### src/rtl/rca_pipe_if.sv
// Handshake and operand/result bundle for the pipelined ripple-carry adder.
// master drives operands and out_ready; slave is the adder itself.
interface rca_pipe_if #(
  parameter int unsigned WIDTH = 16
);
  logic             in_valid;
  logic             in_ready;
  logic [WIDTH-1:0] a;
  logic [WIDTH-1:0] b;
  logic             ci;
  logic             sub;
  logic             out_valid;
  logic             out_ready;
  logic [WIDTH-1:0] s;
  logic             co;
  logic             ovf;

  modport master (
    output in_valid, a, b, ci, sub, out_ready,
    input  in_ready, out_valid, s, co, ovf
  );

  modport slave (
    input  in_valid, a, b, ci, sub, out_ready,
    output in_ready, out_valid, s, co, ovf
  );
endinterface

### src/rtl/rca_pipe.sv
// Pipelined ripple-carry adder/subtractor. WIDTH is resolved SLICE bits per
// stage; each slice carry is registered into the next stage, so the critical
// path is one SLICE-bit add regardless of WIDTH. Latency is STAGES cycles.
// One global enable stalls the whole pipe; bubbles are not collapsed.
module rca_pipe #(
  parameter int unsigned WIDTH = 16,
  parameter int unsigned SLICE = 4
) (
  input  logic        clk,
  input  logic        rst_n,
  rca_pipe_if.slave   bus
);

  localparam int unsigned STAGES = WIDTH / SLICE;
  localparam int unsigned LAST   = STAGES - 1;
  localparam int unsigned MSB    = WIDTH - 1;

  logic             w_en;
  logic [WIDTH-1:0] w_b_eff;
  logic             w_c_eff;

  // Pipe advances when the output slot is empty or being drained.
  assign w_en         = !g_stage[LAST].r_vld || bus.out_ready;
  assign bus.in_ready = w_en;

  // Subtraction folds into addition: a - b - ci = a + ~b + ~ci.
  assign w_b_eff = bus.sub ? ~bus.b  : bus.b;
  assign w_c_eff = bus.sub ? ~bus.ci : bus.ci;

  for (genvar k = 0; k < STAGES; k++) begin : g_stage
    logic             w_v_src;
    logic             w_c_src;
    logic [WIDTH-1:0] w_a_src;
    logic [WIDTH-1:0] w_b_src;
    logic [WIDTH-1:0] w_s_src;
    logic [WIDTH-1:0] w_s_nxt;
    logic [SLICE:0]   w_slice;

    logic             r_vld;
    logic             r_c;
    logic [WIDTH-1:0] r_a;
    logic [WIDTH-1:0] r_b;
    logic [WIDTH-1:0] r_s;

    if (k == 0) begin : g_first
      assign w_v_src = bus.in_valid;
      assign w_c_src = w_c_eff;
      assign w_a_src = bus.a;
      assign w_b_src = w_b_eff;
      assign w_s_src = '0;
    end else begin : g_rest
      assign w_v_src = g_stage[k-1].r_vld;
      assign w_c_src = g_stage[k-1].r_c;
      assign w_a_src = g_stage[k-1].r_a;
      assign w_b_src = g_stage[k-1].r_b;
      assign w_s_src = g_stage[k-1].r_s;
    end

    assign w_slice = {1'b0, w_a_src[k*SLICE +: SLICE]}
                   + {1'b0, w_b_src[k*SLICE +: SLICE]}
                   + {{SLICE{1'b0}}, w_c_src};

    // Merge this stage's slice into the result bits carried from earlier stages.
    always_comb begin
      w_s_nxt                    = w_s_src;
      w_s_nxt[k*SLICE +: SLICE]  = w_slice[SLICE-1:0];
    end

    // Stage register: valid, slice carry, skewed operands and partial result.
    always_ff @(posedge clk or negedge rst_n) begin
      if (!rst_n) begin
        r_vld <= 1'b0;
        r_c   <= 1'b0;
        r_a   <= '0;
        r_b   <= '0;
        r_s   <= '0;
      end else if (w_en) begin
        r_vld <= w_v_src;
        r_c   <= w_slice[SLICE];
        r_a   <= w_a_src;
        r_b   <= w_b_src;
        r_s   <= w_s_nxt;
      end
    end
  end

  assign bus.out_valid = g_stage[LAST].r_vld;
  assign bus.s         = g_stage[LAST].r_s;
  assign bus.co        = g_stage[LAST].r_c;
  // Operand MSBs ride to the last stage only to form the overflow flag.
  assign bus.ovf       = (g_stage[LAST].r_a[MSB] == g_stage[LAST].r_b[MSB]) &&
                         (g_stage[LAST].r_s[MSB] != g_stage[LAST].r_a[MSB]);

endmodule

### src/flat_wrapper.sv
// flat-port wrapper written by rule: the top's interface ports become plain ports
module rca_pipe_flat 
#(
  parameter int unsigned WIDTH = 16,
  parameter int unsigned SLICE = 4
)
  (clk, rst_n, bus_in_valid, bus_a, bus_b, bus_ci, bus_sub, bus_out_ready, bus_in_ready, bus_out_valid, bus_s, bus_co, bus_ovf);
  rca_pipe_if #(.WIDTH(WIDTH)) bus_i ();
  input  logic clk;
  input  logic rst_n;
  input wire logic [$bits(bus_i.in_valid)-1:0] bus_in_valid;
  input wire logic [$bits(bus_i.a)-1:0] bus_a;
  input wire logic [$bits(bus_i.b)-1:0] bus_b;
  input wire logic [$bits(bus_i.ci)-1:0] bus_ci;
  input wire logic [$bits(bus_i.sub)-1:0] bus_sub;
  input wire logic [$bits(bus_i.out_ready)-1:0] bus_out_ready;
  output wire logic [$bits(bus_i.in_ready)-1:0] bus_in_ready;
  output wire logic [$bits(bus_i.out_valid)-1:0] bus_out_valid;
  output wire logic [$bits(bus_i.s)-1:0] bus_s;
  output wire logic [$bits(bus_i.co)-1:0] bus_co;
  output wire logic [$bits(bus_i.ovf)-1:0] bus_ovf;
  assign bus_i.in_valid = bus_in_valid;
  assign bus_i.a = bus_a;
  assign bus_i.b = bus_b;
  assign bus_i.ci = bus_ci;
  assign bus_i.sub = bus_sub;
  assign bus_i.out_ready = bus_out_ready;
  assign bus_in_ready = bus_i.in_ready;
  assign bus_out_valid = bus_i.out_valid;
  assign bus_s = bus_i.s;
  assign bus_co = bus_i.co;
  assign bus_ovf = bus_i.ovf;
  rca_pipe #(.WIDTH(WIDTH), .SLICE(SLICE)) u_core (.clk(clk), .rst_n(rst_n), .bus(bus_i));
endmodule
### config.mk
export PLATFORM = sky130hd
export DESIGN_NAME = rca_pipe_flat
export DESIGN_NICKNAME = d
export VERILOG_FILES = /design/src/rtl/rca_pipe_if.sv /design/src/rtl/rca_pipe.sv /design/src/flat_wrapper.sv
export SDC_FILE = /design/constraint.sdc
export NUM_CORES = 1
export LEC_CHECK = 0
export CORE_MARGIN = 2
export CORE_UTILIZATION = 49
export DETAILED_ROUTE_END_ITERATION = 16
export PLACE_DENSITY = 0.75
export SYNTH_ARGS = -nofsm -noshare
export SYNTH_HDL_FRONTEND = slang
export SYNTH_SLANG_ARGS = --single-unit
### constraint.sdc
create_clock -name clk -period 1.7 [get_ports clk]
set_input_delay 0.17 -clock clk [delete_from_list [all_inputs] [get_ports clk]]
set_output_delay 0.17 -clock clk [all_outputs]
set_load 0.01 [all_outputs]
==> results of run 1 <==
[worst max path at each step]
stage	startpoint	to	slack [ps]	depth (start not counted)
after floorplan	bus_sub	u_core.g_stage[0].r_c$_DFFE_PN0P_	-140	8
after global placement	bus_sub	u_core.g_stage[0].r_c$_DFFE_PN0P_	-500	7
after detailed placement	bus_sub	u_core.g_stage[0].r_c$_DFFE_PN0P_	-520	7
after CTS	u_core.g_stage[2].r_b[12]$_DFFE_PN0P_	u_core.bus.s[14]$_DFFE_PN0P_	3	5
after global routing	u_core.g_stage[2].r_a[12]$_DFFE_PN0P_	u_core.bus.s[14]$_DFFE_PN0P_	-70	5
final	u_core.g_stage[2].r_a[12]$_DFFE_PN0P_	u_core.bus.s[14]$_DFFE_PN0P_	7	5
[sequential cells by signal, summed over array words and instances, names as in the netlist]
name / flops
u_core.g_stage.r_b: 25
u_core.bus.out_valid: 1
u_core.g_stage.r_c: 3
u_core.g_stage.r_a: 25
u_core.bus.co: 1
u_core.bus.s: 16
u_core.g_stage.r_s: 24
u_core.g_stage.r_vld: 3
[logic make-up after synthesis]
| family | share of synthesized area (%) |
|---|---|
| and+or+nand+nor | 20.9 |
| DFF | 56.2 |
| AOI/OAI and AO/OA | 6.56 |
| buffers and inverters | 4.90 |
| xor gates and xnor gates | 4.41 |
| adders and majority gates | 7.11 |
[per-stage QoR]
stage               power (mW)  area [um2]
floorplan                 6.24        4410
global placement          7.20        5030
detailed placement        7.37        5030
CTS                       9.14        5280
global route              9.95        5310
finish                    9.16        5310
[routing by layer]
metal	global-route usage, %	part of all wire [%]	wire length [um]
met1	24.0	48	3710
met2	27.0	46	3570
met3	3.15	4.3	339
met4	8.22	2.2	173
met5	0	0	0
[timing repair]
action	CTS	global route
cloned	0	0
pin swaps	1	6
hold buffers	1	0
gates resized for setup	6	6
endpoints found under the setup margin	8	4
hold endpoints to repair	33	0
setup buffers	1	1
[critical path: cells and delay by family, from the launching register on]
kind | cells | cell delay, ps
fa+ha+maj | 2 | 800
flops | 1 | 410
buf+inv | 1 | 150
xor+xnor | 1 | 140
compound gates | 1 | 70
[area by class of cell]
class | instances | area (um2)
fill | 792 | 3370
tap | 108 | 135
timing repair buffer | 72 | 703
clock inverter | 5 | 103
sequential | 98 | 2450
multi-input combinational | 328 | 1740
inverter | 11 | 41.3
clock buffer | 11 | 131
[Yosys cell counts (2+ instances only)]
| cell type | instances |
|---|---|
| sky130_fd_sc_hd__o21ai_0 | 23 |
| sky130_fd_sc_hd__nor2_1 | 9 |
| sky130_fd_sc_hd__nand2_1 | 222 |
| sky130_fd_sc_hd__a21oi_1 | 6 |
| sky130_fd_sc_hd__xor2_1 | 9 |
| sky130_fd_sc_hd__nor2b_1 | 3 |
| sky130_fd_sc_hd__o21ai_1 | 6 |
| sky130_fd_sc_hd__xnor2_1 | 13 |
| sky130_fd_sc_hd__buf_4 | 9 |
| sky130_fd_sc_hd__buf_2 | 9 |
| sky130_fd_sc_hd__buf_6 | 5 |
| sky130_fd_sc_hd__a21o_1 | 5 |
| sky130_fd_sc_hd__ha_1 | 12 |
| sky130_fd_sc_hd__dfrtp_1 | 98 |
| sky130_fd_sc_hd__a21oi_2 | 5 |
| sky130_fd_sc_hd__o21a_1 | 2 |
| sky130_fd_sc_hd__inv_1 | 10 |
| sky130_fd_sc_hd__fa_1 | 8 |
[where the power goes]
group | switching (mW) | internal (mW) | total, mW
Combinational | 1.80 | 1.66 | 3.46
Clock | 0.765 | 0.976 | 1.74
Sequential | 0.597 | 3.37 | 3.97
==> qor.tcl, run 1 <==
set qor(final.setup_skew_ps) 10.5
set qor(design.die.area_um2) 9680
set qor(worst_hold_slack_ps) 291
set qor(number_of_distinct_library_cell_variants_in_the_gate_level_netlist_after_synthesis) 25
set qor(first_global_vias) 2996
set qor(clock_latency_ps) 370
set qor(synthArstFlopShare_pct) 100
set qor(critical_path.slowest_cell) {sky130_fd_sc_hd__fa_2}
set qor(worst_r2r_path_depth) 5
set qor(max_clock_freq_mhz) 591
set qor(ant_diodes) 0
set qor(syn_area_um2) 4370
set qor(layout_common_cells) {222 x sky130_fd_sc_hd__nand2_1, 98 x sky130_fd_sc_hd__dfrtp_1, 52 x sky130_fd_sc_hd__clkdlybuf4s50_1}
set qor(netlist_top_cells_area) {sky130_fd_sc_hd__dfrtp_1 56%, sky130_fd_sc_hd__nand2_1 19%, sky130_fd_sc_hd__fa_1 3.7%}
set qor(syn2layout_area_growth_pct) 21.5
set qor(cts_made_buffers) 9
set qor(cts.reportedPaths.clkPinSlew_ps) 90
set qor(leakage_power_nw) 2.63
set qor(worst_setup_path_end_kind) {flip-flop}
set qor(final_routed_wire_length_divided_by_cell_count_um) 12.3
set qor(crit_fanout) 2
set qor(grt_util_all_layers_pct) 17.4
set qor(run_status) {complete, no violations}
set qor(grt_ovf) 0
set qor(detail_route.vias_per_cell) 4.85
set qor(timing.final.ws_setup_ps) 7.40
set qor(number_of_antenna_violations_at_the_first_check_in_global_routing) 0
set qor(gpl.final_weighted_congestion) 0.727
set qor(fraction_of_layout_cells_with_a_size_suffix_above_1_pct) 8.95
set qor(max_stage_delay_ps) 420
set qor(share_of_the_core_filled_with_cells_pct) 61.2
set qor(postRouteAntennaNets) 0
set qor(tritoncts_num_sinks) 98
set qor(io_buffers) 57
set qor(i_o_pin_count) 58
set qor(ctsRootBufferMaster) {sky130_fd_sc_hd__clkbuf_8}
set qor(synth.ff_latch_count) 98
set qor(setup_violations) 0
set qor(grt_setup_unrepaired) {yes}
set qor(critical-path-top-cell-by-count) {sky130_fd_sc_hd__fa_2}
set qor(finish.net_count) 578
set qor(drc) 0
set qor(critical_path_arrival_ps) 1920
set qor(route.vias.total) 3069
set qor(dieHeight_um) 98.4
set qor(first_pass_iteration_count_of_the_detailed_router) 4
set qor(final.setup.tns_ps) 0
set qor(post_syn_nets) 519
set qor(synth_largest_area_cell) {sky130_fd_sc_hd__dfrtp_1}
set qor(routed_wl_um) 7800
set qor(r2r-start) {u_core.g_stage[2].r_a[12]$_DFFE_PN0P_}
set qor(place.detailed.hpwl_um) 5230
set qor(power_density_nw_per_um2) 1730
set qor(layout_worst_path_cycle_share_pct) 99.6
set qor(start_util_pct) 50.3
set qor(cts_htree_levels) 3
set qor(cap_violations) 0
set qor(final_common_cell) {sky130_fd_sc_hd__nand2_1}
set qor(finalMaxSlewViolations) 0
set qor(area_share_of_the_leading_cell_type_in_the_synthesized_netlist_pct) 56.2
set qor(fp.coreArea_um2) 8680
set qor(dominantRegCellSynth) {sky130_fd_sc_hd__dfrtp_1}
set qor(hold_violations) 0
set qor(rows) 34
set qor(netlist_instances) 461
set qor(synth.yosys.warnings) 0
set qor(ir_drop_v) 0.000655
set qor(maximum_number_of_pins_on_one_net_before_global_route_repair) 105
set qor(worstReg2RegEnd) {u_core.bus.s[14]$_DFFE_PN0P_}
set qor(tritoncts) {built}
set qor(crit_chain) {fa_2, fa_2, buf_4, xnor2_2, o21ai_1}
set qor(grt_first_pass_wirelength_um) 13400
set qor(critical_path_required_ps) 1930
set qor(setup.reg_to_reg.worst_slack_ps) 7
set qor(worstHoldPathType) {in2async}
set qor(die_x_um) 98.4
set qor(max-clock-path-buffers) 2
set qor(tightest_slew_ps) 455
set qor(timing.final.crit_period_ps) 1690
set qor(detail_route.iter0.violations) 140
set qor(post_layout_nonfiller_instances) 633
set qor(number_of_enable_type_register_cells_in_the_synthesized_netlist) 0
set qor(post_synth.cell_area_avg_um2) 9.47
set qor(seq_area_frac_synth_pct) 56.2
set qor(place.detailed.instances) 614
set qor(timing.slew.headroom_pct) 69.6
set qor(critPathLaunchType) {flip-flop}
set qor(place_ws_ps) -522
set qor(criticalPathCategory) {reg2reg}
Power figures use the tool's default switching activity.
==> inputs of run 2 (changes only) <==
--- a/config.mk
+++ b/config.mk
@@ -5,10 +5,10 @@
 export SDC_FILE = /design/constraint.sdc
 export NUM_CORES = 1
 export LEC_CHECK = 0
-export CORE_MARGIN = 2
-export CORE_UTILIZATION = 49
+export CORE_UTILIZATION = 61
+export CTS_BUF_LIST = sky130_fd_sc_hd__clkbuf_4 sky130_fd_sc_hd__clkbuf_8
 export DETAILED_ROUTE_END_ITERATION = 16
-export PLACE_DENSITY = 0.75
+export PLACE_DENSITY = 0.87
 export SYNTH_ARGS = -nofsm -noshare
 export SYNTH_HDL_FRONTEND = slang
 export SYNTH_SLANG_ARGS = --single-unit
==> constraint.sdc (replaced) <==
create_clock -name clk -period 2 [get_ports clk]
set_input_delay 0.2 -clock clk [delete_from_list [all_inputs] [get_ports clk]]
set_output_delay 0.2 -clock clk [all_outputs]
set_load 0.01 [all_outputs]
==> qor.tcl, run 2 (synthesis gave the netlist of run 1 again) <==
set qor(grt_ovf) 0 ;# unchanged
set qor(syn2layout_area_growth_pct) 18.9
set qor(wl_met2_um) 4290 ;# +20%
set qor(worstHoldPathType) {in2async}
set qor(detail_route.iter0.violations) 214 ;# +53%
set qor(grt_setup_unrepaired) {no}
set qor(top_flop_regs) {u_core.g_stage.r_a: 25 flops, u_core.g_stage.r_b: 25 flops, u_core.g_stage.r_s: 24 flops}
set qor(setup.worst_path.start) {bus_sub}
set qor(multi_input_comb_area_um2) 1700 ;# -2.2%
set qor(drc) 0 ;# unchanged
set qor(worst_setup_path_end_kind) {flip-flop}
set qor(cts.repair.resized) 0 ;# -6
set qor(ir_drop_v) 0.000630 ;# -3.8%
set qor(criticalPathCategory) {in2reg}
set qor(first_pass_iteration_count_of_the_detailed_router) 4 ;# unchanged
set qor(detail_route.vias_per_cell) 5.10 ;# +5.3%
set qor(sequential_cell_area_um2) 2450 ;# unchanged
set qor(tritoncts) {built}
set qor(fraction_of_layout_cells_with_a_size_suffix_above_1_pct) 7.07 ;# -1.9 points
set qor(cap_violations) 0 ;# unchanged
set qor(design.die.area_um2) 7500 ;# -23%
set qor(tritoncts_num_sinks) 98 ;# unchanged
set qor(rows) 30 ;# -12%
set qor(number_of_antenna_violations_at_the_first_check_in_global_routing) 0 ;# unchanged
set qor(layout_common_cells) {222 x sky130_fd_sc_hd__nand2_1, 98 x sky130_fd_sc_hd__dfrtp_1, 56 x sky130_fd_sc_hd__clkdlybuf4s50_1}
set qor(hold_violations) 0 ;# unchanged
set qor(dieHeight_um) 86.6 ;# -12%
set qor(die_x_um) 86.6 ;# -12%
set qor(fp.coreArea_um2) 6870 ;# -21%
set qor(max-clock-path-buffers) 2 ;# unchanged
set qor(final.setup_skew_ps) 7.96 ;# -2.51 ps
set qor(worst_r2r_path_depth) 5 ;# unchanged
set qor(cts_made_buffers) 9 ;# unchanged
set qor(critPathLaunchType) {primary input}
set qor(grt_util_all_layers_pct) 23.9 ;# +6.4 points
set qor(tightest_slew_ps) 402 ;# -53.9 ps
set qor(postRouteAntennaNets) 0 ;# unchanged
set qor(critical_path_arrival_ps) 2170 ;# +250 ps
set qor(share_of_the_core_filled_with_cells_pct) 75.6 ;# +14 points
set qor(crit_fanout) 3 ;# +1
set qor(setup.reg_to_reg.worst_slack_ps) 160 ;# +150 ps
set qor(final_common_cell) {sky130_fd_sc_hd__nand2_1}
set qor(post-cts-setup-buffers) 0 ;# -1
set qor(finish.net_count) 576 ;# -0.35%
set qor(timing.slew.headroom_pct) 73.2 ;# +3.6 points
set qor(cts_hold_buf) 1 ;# unchanged
set qor(final.fill_count) 462 ;# -42%
set qor(final.setup.tns_ps) 0 ;# unchanged
set qor(setup_violations) 0 ;# unchanged
set qor(cts_htree_levels) 3 ;# unchanged
set qor(power_density_nw_per_um2) 1440 ;# -17%
set qor(place.detailed.hpwl_um) 5570 ;# +6.6%
set qor(timing.final.crit_period_ps) 1910
set qor(start_util_pct) 63.6 ;# +13 points
set qor(first_global_vias) 3132 ;# +4.5%
set qor(cts.reportedPaths.clkPinSlew_ps) 100 ;# about the same
set qor(finalMaxSlewViolations) 0 ;# unchanged
set qor(final_routed_wire_length_divided_by_cell_count_um) 13.0 ;# +5.5%
set qor(gpl.final_weighted_congestion) 0.759 ;# +4.4%
set qor(worstReg2RegEnd) {u_core.bus.co$_DFFE_PN0P_}
set qor(leakage_power_nw) 2.59 ;# -1.5%
set qor(run_status) {complete, no violations}
set qor(layout_worst_path_cycle_share_pct) 95.7
set qor(max_clock_freq_mhz) 522
set qor(grt_first_pass_wirelength_um) 13700 ;# +2.7%
set qor(ctsRootBufferMaster) {sky130_fd_sc_hd__clkbuf_8}
set qor(dr.max_layer_used) {met4}
set qor(maximum_number_of_pins_on_one_net_before_global_route_repair) 105 ;# unchanged
set qor(critical_path_required_ps) 2260 ;# +330 ps
set qor(dr_wl_met3_um) 245 ;# -28%
set qor(i_o_pin_count) 58 ;# unchanged
set qor(io_buffers) 57 ;# unchanged
set qor(wirelength_met1_um) 3360 ;# -9.4%
set qor(r2r-start) {u_core.g_stage[2].r_b[12]$_DFFE_PN0P_}
set qor(route.vias.total) 3159 ;# +2.9%
set qor(routed_wl_um) 8040 ;# +3.2%
set qor(clock_latency_ps) 360 ;# about the same
set qor(ant_diodes) 0 ;# unchanged
==> run 2: final cells by class <==
class / instances / area share, %
flip-flops and latches: 98 / 47.2
clock buffers: 9 / 2.38
clock inverters: 7 / 1.16
well taps: 96 / 2.31
multi-input cells: 328 / 32.8
repair buffers: 70 / 13.3
inverters: 11 / 0.795
==> run 2: report_power, final <==
part / leakage, nW / switching [mW] / internal, mW
logic: 1.31 / 1.55 / 1.34
clock network: 0.0965 / 0.728 / 0.476
registers: 1.18 / 0.509 / 2.86
==> run 2: worst max-delay path, stage by stage <==
cell and delay, ps:
sky130_fd_sc_hd__clkdlybuf4s50_1 490, sky130_fd_sc_hd__xor2_1 210, sky130_fd_sc_hd__fa_1 450, sky130_fd_sc_hd__fa_2 360, sky130_fd_sc_hd__a21o_1 180, sky130_fd_sc_hd__a21oi_1 200, sky130_fd_sc_hd__a21oi_2 70
==> run 2: metrics by stage <==
stage	hold WS [ps]	power, mW	std cells	area [um2]	setup WS, ps
finish	276	7.47	619	5190	85.3
global placement	133	6.06	602	5000	-268
global route	301	8.03	619	5190	2.99
CTS	280	7.51	619	5190	63.9
detailed placement	132	6.30	602	5000	-330
floorplan	-95.6	5.29	461	4370	20.1
==> run 2: layer usage <==
layer,up-vias,global-route usage [%]
met5,-,0
met3,15,2.86
met4,0,10.0
met2,65,41.6
met1,1530,30.4
li1,1549,-
==> run 2: worst max-delay path by stage <==
stage          depth (start not counted)  slack, ps                                end
2_1_floorplan                          8         20  u_core.g_stage[0].r_c$_DFFE_PN0P_
3_3_place_gp                           7       -270  u_core.g_stage[0].r_c$_DFFE_PN0P_
3_5_place_dp                           7       -330  u_core.g_stage[0].r_c$_DFFE_PN0P_
4_1_cts                                7         60  u_core.g_stage[0].r_c$_DFFE_PN0P_
5_1_grt                                7          3  u_core.g_stage[0].r_c$_DFFE_PN0P_
6_report                               7         90  u_core.g_stage[0].r_c$_DFFE_PN0P_
==> inputs of run 3 (changes only) <==
--- a/config.mk
+++ b/config.mk
@@ -5,6 +5,7 @@
 export SDC_FILE = /design/constraint.sdc
 export NUM_CORES = 1
 export LEC_CHECK = 0
+export CAP_MARGIN = 15
 export CORE_UTILIZATION = 61
 export CTS_BUF_LIST = sky130_fd_sc_hd__clkbuf_4 sky130_fd_sc_hd__clkbuf_8
 export DETAILED_ROUTE_END_ITERATION = 16
==> results of run 3 <==
No change in the layout: final DEF, timing and power equal those of run 2.
